<file path="config.mk">
export PLATFORM = sky130hd
export DESIGN_NAME = dma_xfer_ctrl
export DESIGN_NICKNAME = d
export VERILOG_FILES = /design/src/rtl/dma_xfer_ctrl.sv
export SDC_FILE = /design/constraint.sdc
export NUM_CORES = 1
export LEC_CHECK = 0
export ABC_AREA = 1
export BUFFER_PORTS_ARGS = -buffer_cell sky130_fd_sc_hd__buf_2
export CAP_MARGIN = 20
export CORE_MARGIN = 3
export CORE_UTILIZATION = 52
export CTS_BUF_LIST = sky130_fd_sc_hd__clkbuf_4
export DETAILED_ROUTE_END_ITERATION = 10
export PLACE_DENSITY = 0.83
export SLEW_MARGIN = 10
export SYNTH_ARGS = -nofsm -noshare
export SYNTH_HDL_FRONTEND = slang
export SYNTH_SLANG_ARGS = --single-unit
</file>
<file path="constraint.sdc">
create_clock -name clk -period 2.3 [get_ports clk]
set_input_delay 0.46 -clock clk [delete_from_list [all_inputs] [get_ports clk]]
set_output_delay 0.46 -clock clk [all_outputs]
set_load 0.05 [all_outputs]
</file>
<file path="src/rtl/dma_xfer_ctrl.sv">
// ============================================================================
// Module   : dma_xfer_ctrl
// Function : Moves a block of 16-bit words between a valid/ready stream and an
//            openMSP430 DMA master port, in either direction.
// Revision : 1.0  initial release
// ============================================================================
`default_nettype none

module dma_xfer_ctrl #(
  parameter int CNT_W = 8
) (
  input  logic             clk,
  input  logic             rst,
  input  logic             start,
  input  logic             dir,
  input  logic [14:0]      base_addr,
  input  logic [CNT_W-1:0] word_cnt,
  input  logic             prio,
  input  logic             in_valid,
  input  logic [15:0]      in_data,
  output logic             in_ready,
  output logic             out_valid,
  output logic [15:0]      out_data,
  input  logic             out_ready,
  output logic             dma_en,
  output logic [1:0]       dma_we,
  output logic [14:0]      dma_addr,
  output logic [15:0]      dma_din,
  output logic             dma_priority,
  output logic             dma_wkup,
  input  logic             dma_ready,
  input  logic             dma_resp,
  input  logic [15:0]      dma_dout,
  output logic             busy,
  output logic             done,
  output logic             error
);

  typedef enum logic [2:0] {
    IDLE  = 3'd0,
    FETCH = 3'd1,
    REQ   = 3'd2,
    RCAPT = 3'd3,
    PUSH  = 3'd4,
    DONE  = 3'd5
  } state_t;

  state_t             state_q, state_d;
  logic               dir_q, dir_d;
  logic               prio_q, prio_d;
  logic               error_q, error_d;
  logic [14:0]        addr_q, addr_d;
  logic [CNT_W-1:0]   cnt_q, cnt_d;
  logic [15:0]        data_q, data_d;
  logic [15:0]        rdata_q, rdata_d;

  always_ff @(posedge clk or posedge rst) begin
    if (rst) begin
      state_q <= IDLE;
      dir_q   <= 1'b0;
      prio_q  <= 1'b0;
      error_q <= 1'b0;
      addr_q  <= '0;
      cnt_q   <= '0;
      data_q  <= '0;
      rdata_q <= '0;
    end else begin
      state_q <= state_d;
      dir_q   <= dir_d;
      prio_q  <= prio_d;
      error_q <= error_d;
      addr_q  <= addr_d;
      cnt_q   <= cnt_d;
      data_q  <= data_d;
      rdata_q <= rdata_d;
    end
  end

  always_comb begin
    state_d = state_q;
    dir_d   = dir_q;
    prio_d  = prio_q;
    error_d = error_q;
    addr_d  = addr_q;
    cnt_d   = cnt_q;
    data_d  = data_q;
    rdata_d = rdata_q;

    unique case (state_q)
      IDLE: begin
        if (start) begin
          dir_d   = dir;
          prio_d  = prio;
          addr_d  = base_addr;
          cnt_d   = word_cnt;
          error_d = 1'b0;
          if (word_cnt == '0) state_d = DONE;
          else if (dir)       state_d = FETCH;
          else                state_d = REQ;
        end
      end
      FETCH: begin
        if (in_valid) begin
          data_d  = in_data;
          state_d = REQ;
        end
      end
      REQ: begin
        if (dma_ready) begin
          // 15-bit word address wraps naturally from 0x7FFF to 0x0000
          addr_d = addr_q + 15'd1;
          cnt_d  = cnt_q - CNT_W'(1);
          if (dma_resp) begin
            error_d = 1'b1;
            state_d = DONE;
          end else if (dir_q) begin
            state_d = (cnt_q == CNT_W'(1)) ? DONE : FETCH;
          end else begin
            state_d = RCAPT;
          end
        end
      end
      RCAPT: begin
        rdata_d = dma_dout;
        state_d = PUSH;
      end
      PUSH: begin
        if (out_ready) state_d = (cnt_q == '0) ? DONE : REQ;
      end
      DONE:    state_d = IDLE;
      default: state_d = IDLE;
    endcase
  end

  // All handshake outputs decode registered state only
  assign dma_en       = (state_q == REQ);
  assign dma_we       = (state_q == REQ && dir_q) ? 2'b11 : 2'b00;
  assign dma_addr     = addr_q;
  assign dma_din      = data_q;
  assign dma_priority = prio_q;
  assign dma_wkup     = (state_q == FETCH) || (state_q == REQ);
  assign in_ready     = (state_q == FETCH);
  assign out_valid    = (state_q == PUSH);
  assign out_data     = rdata_q;
  assign busy         = (state_q != IDLE);
  assign done         = (state_q == DONE);
  assign error        = error_q;

endmodule

`default_nettype wire
</file>
==> flow_summary.toml, run 1 <==
[setup_path]
cp_max_fo = 19
end_kind = "output port"
cp.required_ps = 1840
critPathMaxStageDelay_ps = 450
arrival_ps = 1730
path_cells = "inv_2, nand3_4, nor2_1, buf_2"
path_delay_family = "simple AND/OR/NAND/NOR gates"
cp_slowest_cell = "dfrtp_1"
critical_path_class = "register to output port"
critPathLaunchType = "register"
cp.buffers_inverters = 2

[route]
detail_route.wl_per_cell_um = 14.0
drtIter0Drc = 110
detail-route-antenna-nets = 0
drt_first_pass_iters = 4
drc_errors = 0
wl_um = 7990
vias = 2895
avgViaCountPerCell = 5.06

[place]
io_buffers = 120
place_congestion = 0.872
hpwl_um = 6120
dp.cells = 556

[final_layout]
fin_nets = 559
drive_gt1_frac = 0.431
areaGrowthSynthToFinish_pct = 22.9
layout_commonest_cell = "buf_2"
antenna_cells = 0
instances_no_fill = 572
layout_common_cells = "buf_2 (120), nand2_1 (93), dfrtp_1 (61)"
nFillCells = 495
fin_util = 0.680

[timing]
finalSetupViolCount = 0
rsz0062_at_grt = "yes"
period_needed_ps = 2190
worst_pin_slew_ps = 480
holdWs_ps = 71.8
maxSlewHeadroom = 0.680
hold_viol = 0
post-route-period-util = 0.954
drv_slew = 0
max_freq_mhz = 456
clock_skew_ps = 14.9

[power_and_ir_drop]
power_w = 0.00727
worst_ir_drop_vdd_mv = 1.21
comb_power_share = 0.606
p_int_w = 0.00329
p_switching_w = 0.00398
p_leak_nw = 2.16
p_seq_frac = 0.278
pwr-share-clk = 0.116
p_sw_frac = 0.548
power.density_mw_per_mm2 = 1750

[global_routing]
grt.overflow.total = 0
grt_max_degree = 35
grt_pass1_wl_um = 12800
grt.total_usage = 0.215
grt_pass1_vias = 2759
antenna_found_initial = 0

[die]
die_h_um = 86.5
fp.dieW_um = 86.5
start_util = 0.553
fp-row-count = 28
core_area_mm2 = 0.00610
io_pins = 121
dieArea_mm2 = 0.00749

[yosys]
ys_types = 37
syn_area_per_cell_um2 = 9.14
synthCells = 369
syn_area_mm2 = 0.00337
ys_seq_area_frac = 0.453
synth_seq_cells = 61
synth_warnings = 0
synthesis.nets = 436

[clock_network]
h-tree-depth = 3
holdBufCountCts = 0
numCtsBuffers = 9
clockBufferDepth = 2
tritoncts = "yes"
cts.sinks = 61
clock_latency_ps = 390
path_clk_slew_ps = 110
ctsRootBufferMaster = "clkbuf_4"

[run]
drv_cap = 0

[worst_hold_path]
worstHoldPathType = "primary input to async pin"

[status]
status = "completed"
[area by class of cell]
type,count,area [µm²],share of cell area
inverters,33,126,0.0305
repair buffers,124,643,0.155
flip-flops and latches,61,1530,0.368
well taps,75,93.8,0.0226
multi-input cells,263,1600,0.385
clock buffers,9,67.6,0.0163
clock inverters,7,90.1,0.0217
[power groups by stage]
stage          clock, W  combinational (W)  sequential, W
2_1_floorplan         0            0.00211        0.00350
3_3_place_gp          0            0.00434        0.00200
3_5_place_dp          0            0.00442        0.00203
4_1_cts        0.000856            0.00444        0.00201
5_1_grt        0.000899            0.00474        0.00210
6_report       0.000841            0.00441        0.00202
[sequential cells by signal, summed over array words and instances, names as in the netlist]
register      cells
dma_din          16
out_data         16
dma_addr         15
cnt_q             8
state_q           3
dir_q             1
dma_priority      1
error             1
[worst reg2reg max path: cells and delay by family (launching register included)]
family                 cells  cell delay [ps]
AO/OA/AOI/OAI              2              310
buffers and inverters      3              680
flip-flops                 1              450
AND/OR/NAND/NOR            2              370
[through the flow]
stage | TNS (ps) | worst slack, ps | instance area (µm²)
after floorplan | 0 | 122 | 3370
after global placement | 0 | 495 | 3990
after detailed placement | 0 | 412 | 3990
after CTS | 0 | 95.2 | 4140
after global routing | -9.71 | -5.92 | 4140
final | 0 | 106 | 4140
[cell usage after synthesis]
master / count / area share
a21o_1: 1 / 0.0022
a21oi_1: 6 / 0.0089
a21oi_2: 11 / 0.029
a31oi_1: 1 / 0.0019
buf_2: 2 / 0.0030
buf_4: 2 / 0.0045
buf_6: 6 / 0.020
buf_8: 2 / 0.0089
dfrtp_1: 61 / 0.45
ha_1: 3 / 0.011
inv_1: 25 / 0.028
inv_2: 7 / 0.0078
inv_4: 1 / 0.0019
mux2_2: 20 / 0.067
mux2_4: 13 / 0.058
nand2_1: 93 / 0.10
nand2_2: 5 / 0.0093
nand2_4: 3 / 0.010
nand3_1: 19 / 0.028
nand3_2: 1 / 0.0030
nand3_4: 1 / 0.0052
nand3b_1: 2 / 0.0045
nand4_1: 7 / 0.013
nor2_1: 32 / 0.036
nor2_2: 2 / 0.0037
nor2_4: 1 / 0.0033
nor3_1: 3 / 0.0045
o211ai_2: 3 / 0.011
o21ai_0: 19 / 0.028
o21ai_1: 6 / 0.0089
o21ai_2: 4 / 0.010
o21bai_1: 1 / 0.0022
o22ai_1: 1 / 0.0019
o31ai_1: 1 / 0.0022
or2_0: 1 / 0.0019
or2_1: 1 / 0.0019
or2_2: 2 / 0.0037
[final timing paths]
check                                to  depth (start not counted)   startpoint  slack, ps
setup / recovery              dma_we[0]                          4   state_q[2]        110
hold / removal             dma_addr[13]                          2          rst         70
setup reg to reg            dma_addr[6]                          7   state_q[2]        400
hold reg to reg                cnt_q[5]                          2     cnt_q[5]        490
max in group asynchronous      cnt_q[1]                          3          rst       1690
min in group clk            dma_din[13]                          2  in_data[13]        290
[layer usage]
metal,global-route usage,share of wire,vias to the layer above
li1,-,-,1455
met1,0.280,0.42,1344
met2,0.367,0.51,88
met3,0.0352,0.059,8
met4,0.0666,0.012,0
met5,0,0,-
[what timing repair did]
action / 4_1_cts / 5_1_grt
endpoints found under the setup margin: 0 / 2
buffers inserted: 0 / 0
resized for setup: 0 / 0
hold endpoints to repair: 0 / 0
[cells by family after synthesis]
logic type                 synth area share
adders and majority gates            0.0111
and+or+nand+nor                       0.231
DFF                                   0.453
buffers and inverters                0.0738
AOI/OAI and AO/OA                     0.106
muxes                                 0.125
(Power assumes the default switching activity.)
==> run 2: changes to the inputs <==
--- a/config.mk
+++ b/config.mk
@@ -5,11 +5,10 @@
 export SDC_FILE = /design/constraint.sdc
 export NUM_CORES = 1
 export LEC_CHECK = 0
-export ABC_AREA = 1
 export BUFFER_PORTS_ARGS = -buffer_cell sky130_fd_sc_hd__buf_2
 export CAP_MARGIN = 20
 export CORE_MARGIN = 3
-export CORE_UTILIZATION = 52
+export CORE_UTILIZATION = 51
 export CTS_BUF_LIST = sky130_fd_sc_hd__clkbuf_4
 export DETAILED_ROUTE_END_ITERATION = 10
 export PLACE_DENSITY = 0.83
==> run 2 against run 1 <==
Global-route usage rose by 1.7 points. Count of clock-buffer cells in the layout unchanged. Cell area fell by 5.0%. Non-clock buffer count increased by 8. Utilization grew 1.0 points. Synthesized cell count fell by 21%. Critical path depth stayed put. First-iteration DRC count increased by 27%. Hold slack better by 50 ps.
==> flow_summary.toml, run 2 <==
[setup_path]
cp_max_fo = 8
critPathLaunchType = "register"
cp.required_ps = 1840
r2r-start = "state_q[1]"
critPathLaunch = "state_q[1]"
reg2reg_slack_ps = 350
critical_path_class = "register to output port"
end_kind = "output port"
arrival_ps = 1760

[timing]
hold_viol = 0
max_freq_mhz = 451
drv_slew = 0
finalSetupViolCount = 0
worst_pin_slew_ps = 659
maxSlewHeadroom = 0.560
post-route-period-util = 0.964
clock_skew_ps = 13.7
period_needed_ps = 2220
rsz0062_at_grt = "no"
holdWs_ps = 122

[final_layout]
fin_nets = 479
layout_commonest_cell = "buf_2"
layout_common_cells = "buf_2 (117), dfrtp_1 (60), mux2_2 (34)"
antenna_cells = 0
areaGrowthSynthToFinish_pct = 26.0
fin_util = 0.690
instances_no_fill = 489
drive_gt1_frac = 0.463

[clock_network]
path_clk_slew_ps = 120
holdBufCountCts = 0
cts.sinks = 61
clockBufferDepth = 2
ctsRootBufferMaster = "clkbuf_4"
clock_latency_ps = 410
h-tree-depth = 3
tritoncts = "yes"
numCtsBuffers = 9

[yosys]
synth_area_leader_cell = "dfrtp_1"
synth_warnings = 0
syn_area_per_cell_um2 = 10.7
synth_seq_cells = 61
synthCells = 291
syn_area_mm2 = 0.00313
synth_most_common_cell = "dfrtp_1"
synthFlopType = "dfrtp_1"
synth_common_cells = "dfrtp_1 (61), mux2_2 (34), a21oi_1 (17), o21ai_0 (16), nand2_1 (15)"
synth_edf_count = 0
synth_top_area_frac = 0.488
synthesis.nets = 358
ys_types = 52
synth_area_leaders = "dfrtp_1 (49%), mux2_2 (12%), a21oi_1 (2.7%)"
synthArstFlopShare = 1.00
ys_seq_area_frac = 0.488

[place]
dp.cells = 472
io_buffers = 120
place_congestion = 0.909
hpwl_um = 6170

[route]
drtIter0Drc = 140
vias = 2805
drt_first_pass_iters = 4
detail_route.wl_per_cell_um = 16.5
avgViaCountPerCell = 5.74
wl_um = 8080
detail-route-antenna-nets = 0
drc_errors = 0

[die]
core_area_mm2 = 0.00571
fp-row-count = 27
die_h_um = 84.3
io_pins = 121
dieArea_mm2 = 0.00710
fp.dieW_um = 84.3
start_util = 0.547

[worst_hold_path]
worstHoldPathType = "primary input to async pin"

[run]
drv_cap = 0

[global_routing]
grt.overflow.total = 0
grt.total_usage = 0.232
grt_pass1_vias = 2688
grt_pass1_wl_um = 13200
antenna_found_initial = 0
grt_max_degree = 32

[status]
status = "completed"
## run 2: logic make-up after synthesis
kind of cell / count (synthesis) / synth area share
AO/OA/AOI/OAI: 73 / 0.155
adder cells (fa/ha/maj): 3 / 0.0120
buffers and inverters: 29 / 0.0508
flip-flops: 61 / 0.488
multiplexers: 38 / 0.135
AND/OR/NAND/NOR: 87 / 0.159
## run 2: critical path, cell delays in order, from the launching register on
cell,delay [ps]
dfrtp_2,440
or3b_1,420
inv_2,130
and2_4,160
buf_4,190
## run 2: timing repair
item                       4_1_cts  5_1_grt
buffers inserted                 0        1
resized for setup                4        0
setup endpoints to repair        3        3
## run 2: per-layer routing
| metal | global-route usage | vias to the layer above | routed length, µm |
|---|---|---|---|
| met1 | 0.303 | 1335 | 3420 |
| met5 | 0 | - | 0 |
| met4 | 0.0877 | 0 | 117 |
| li1 | - | 1323 | - |
| met2 | 0.382 | 139 | 3890 |
| met3 | 0.0442 | 8 | 656 |
## run 2: stage by stage
step	setup WS, ps	TNS [ps]	area, µm²
final	82.8	0	3940
after detailed placement	355	0	3780
after floorplan	-89.0	-89.0	3130
after global placement	401	0	3780
after global routing	1.70	0	3940
after CTS	37.6	0	3930
## run 2: final cells by class
| class | instances | area, µm² |
|---|---|---|
| multi-input combinational | 201 | 1450 |
| tap | 72 | 90.1 |
| timing repair buffer | 132 | 698 |
| sequential | 61 | 1530 |
| inverter | 7 | 26.3 |
| fill | 450 | 1770 |
| clock buffer | 9 | 67.6 |
| clock inverter | 7 | 75.1 |
## run 2: worst paths after layout
| kind | endpoint | depth (start not counted) |
|---|---|---|
| max reg2reg | dma_addr[5] | 6 |
| min | dma_addr[4] | 3 |
| max | dma_we[0] | 4 |
| max in group asynchronous | state_q[1] | 3 |
| min reg2reg | error | 2 |
| min in group clk | out_data[8] | 2 |
Power of run 2 is left out: the tool's default activity adds up to more than one toggle a clock period on the data nets, which glitch-free logic cannot reach.
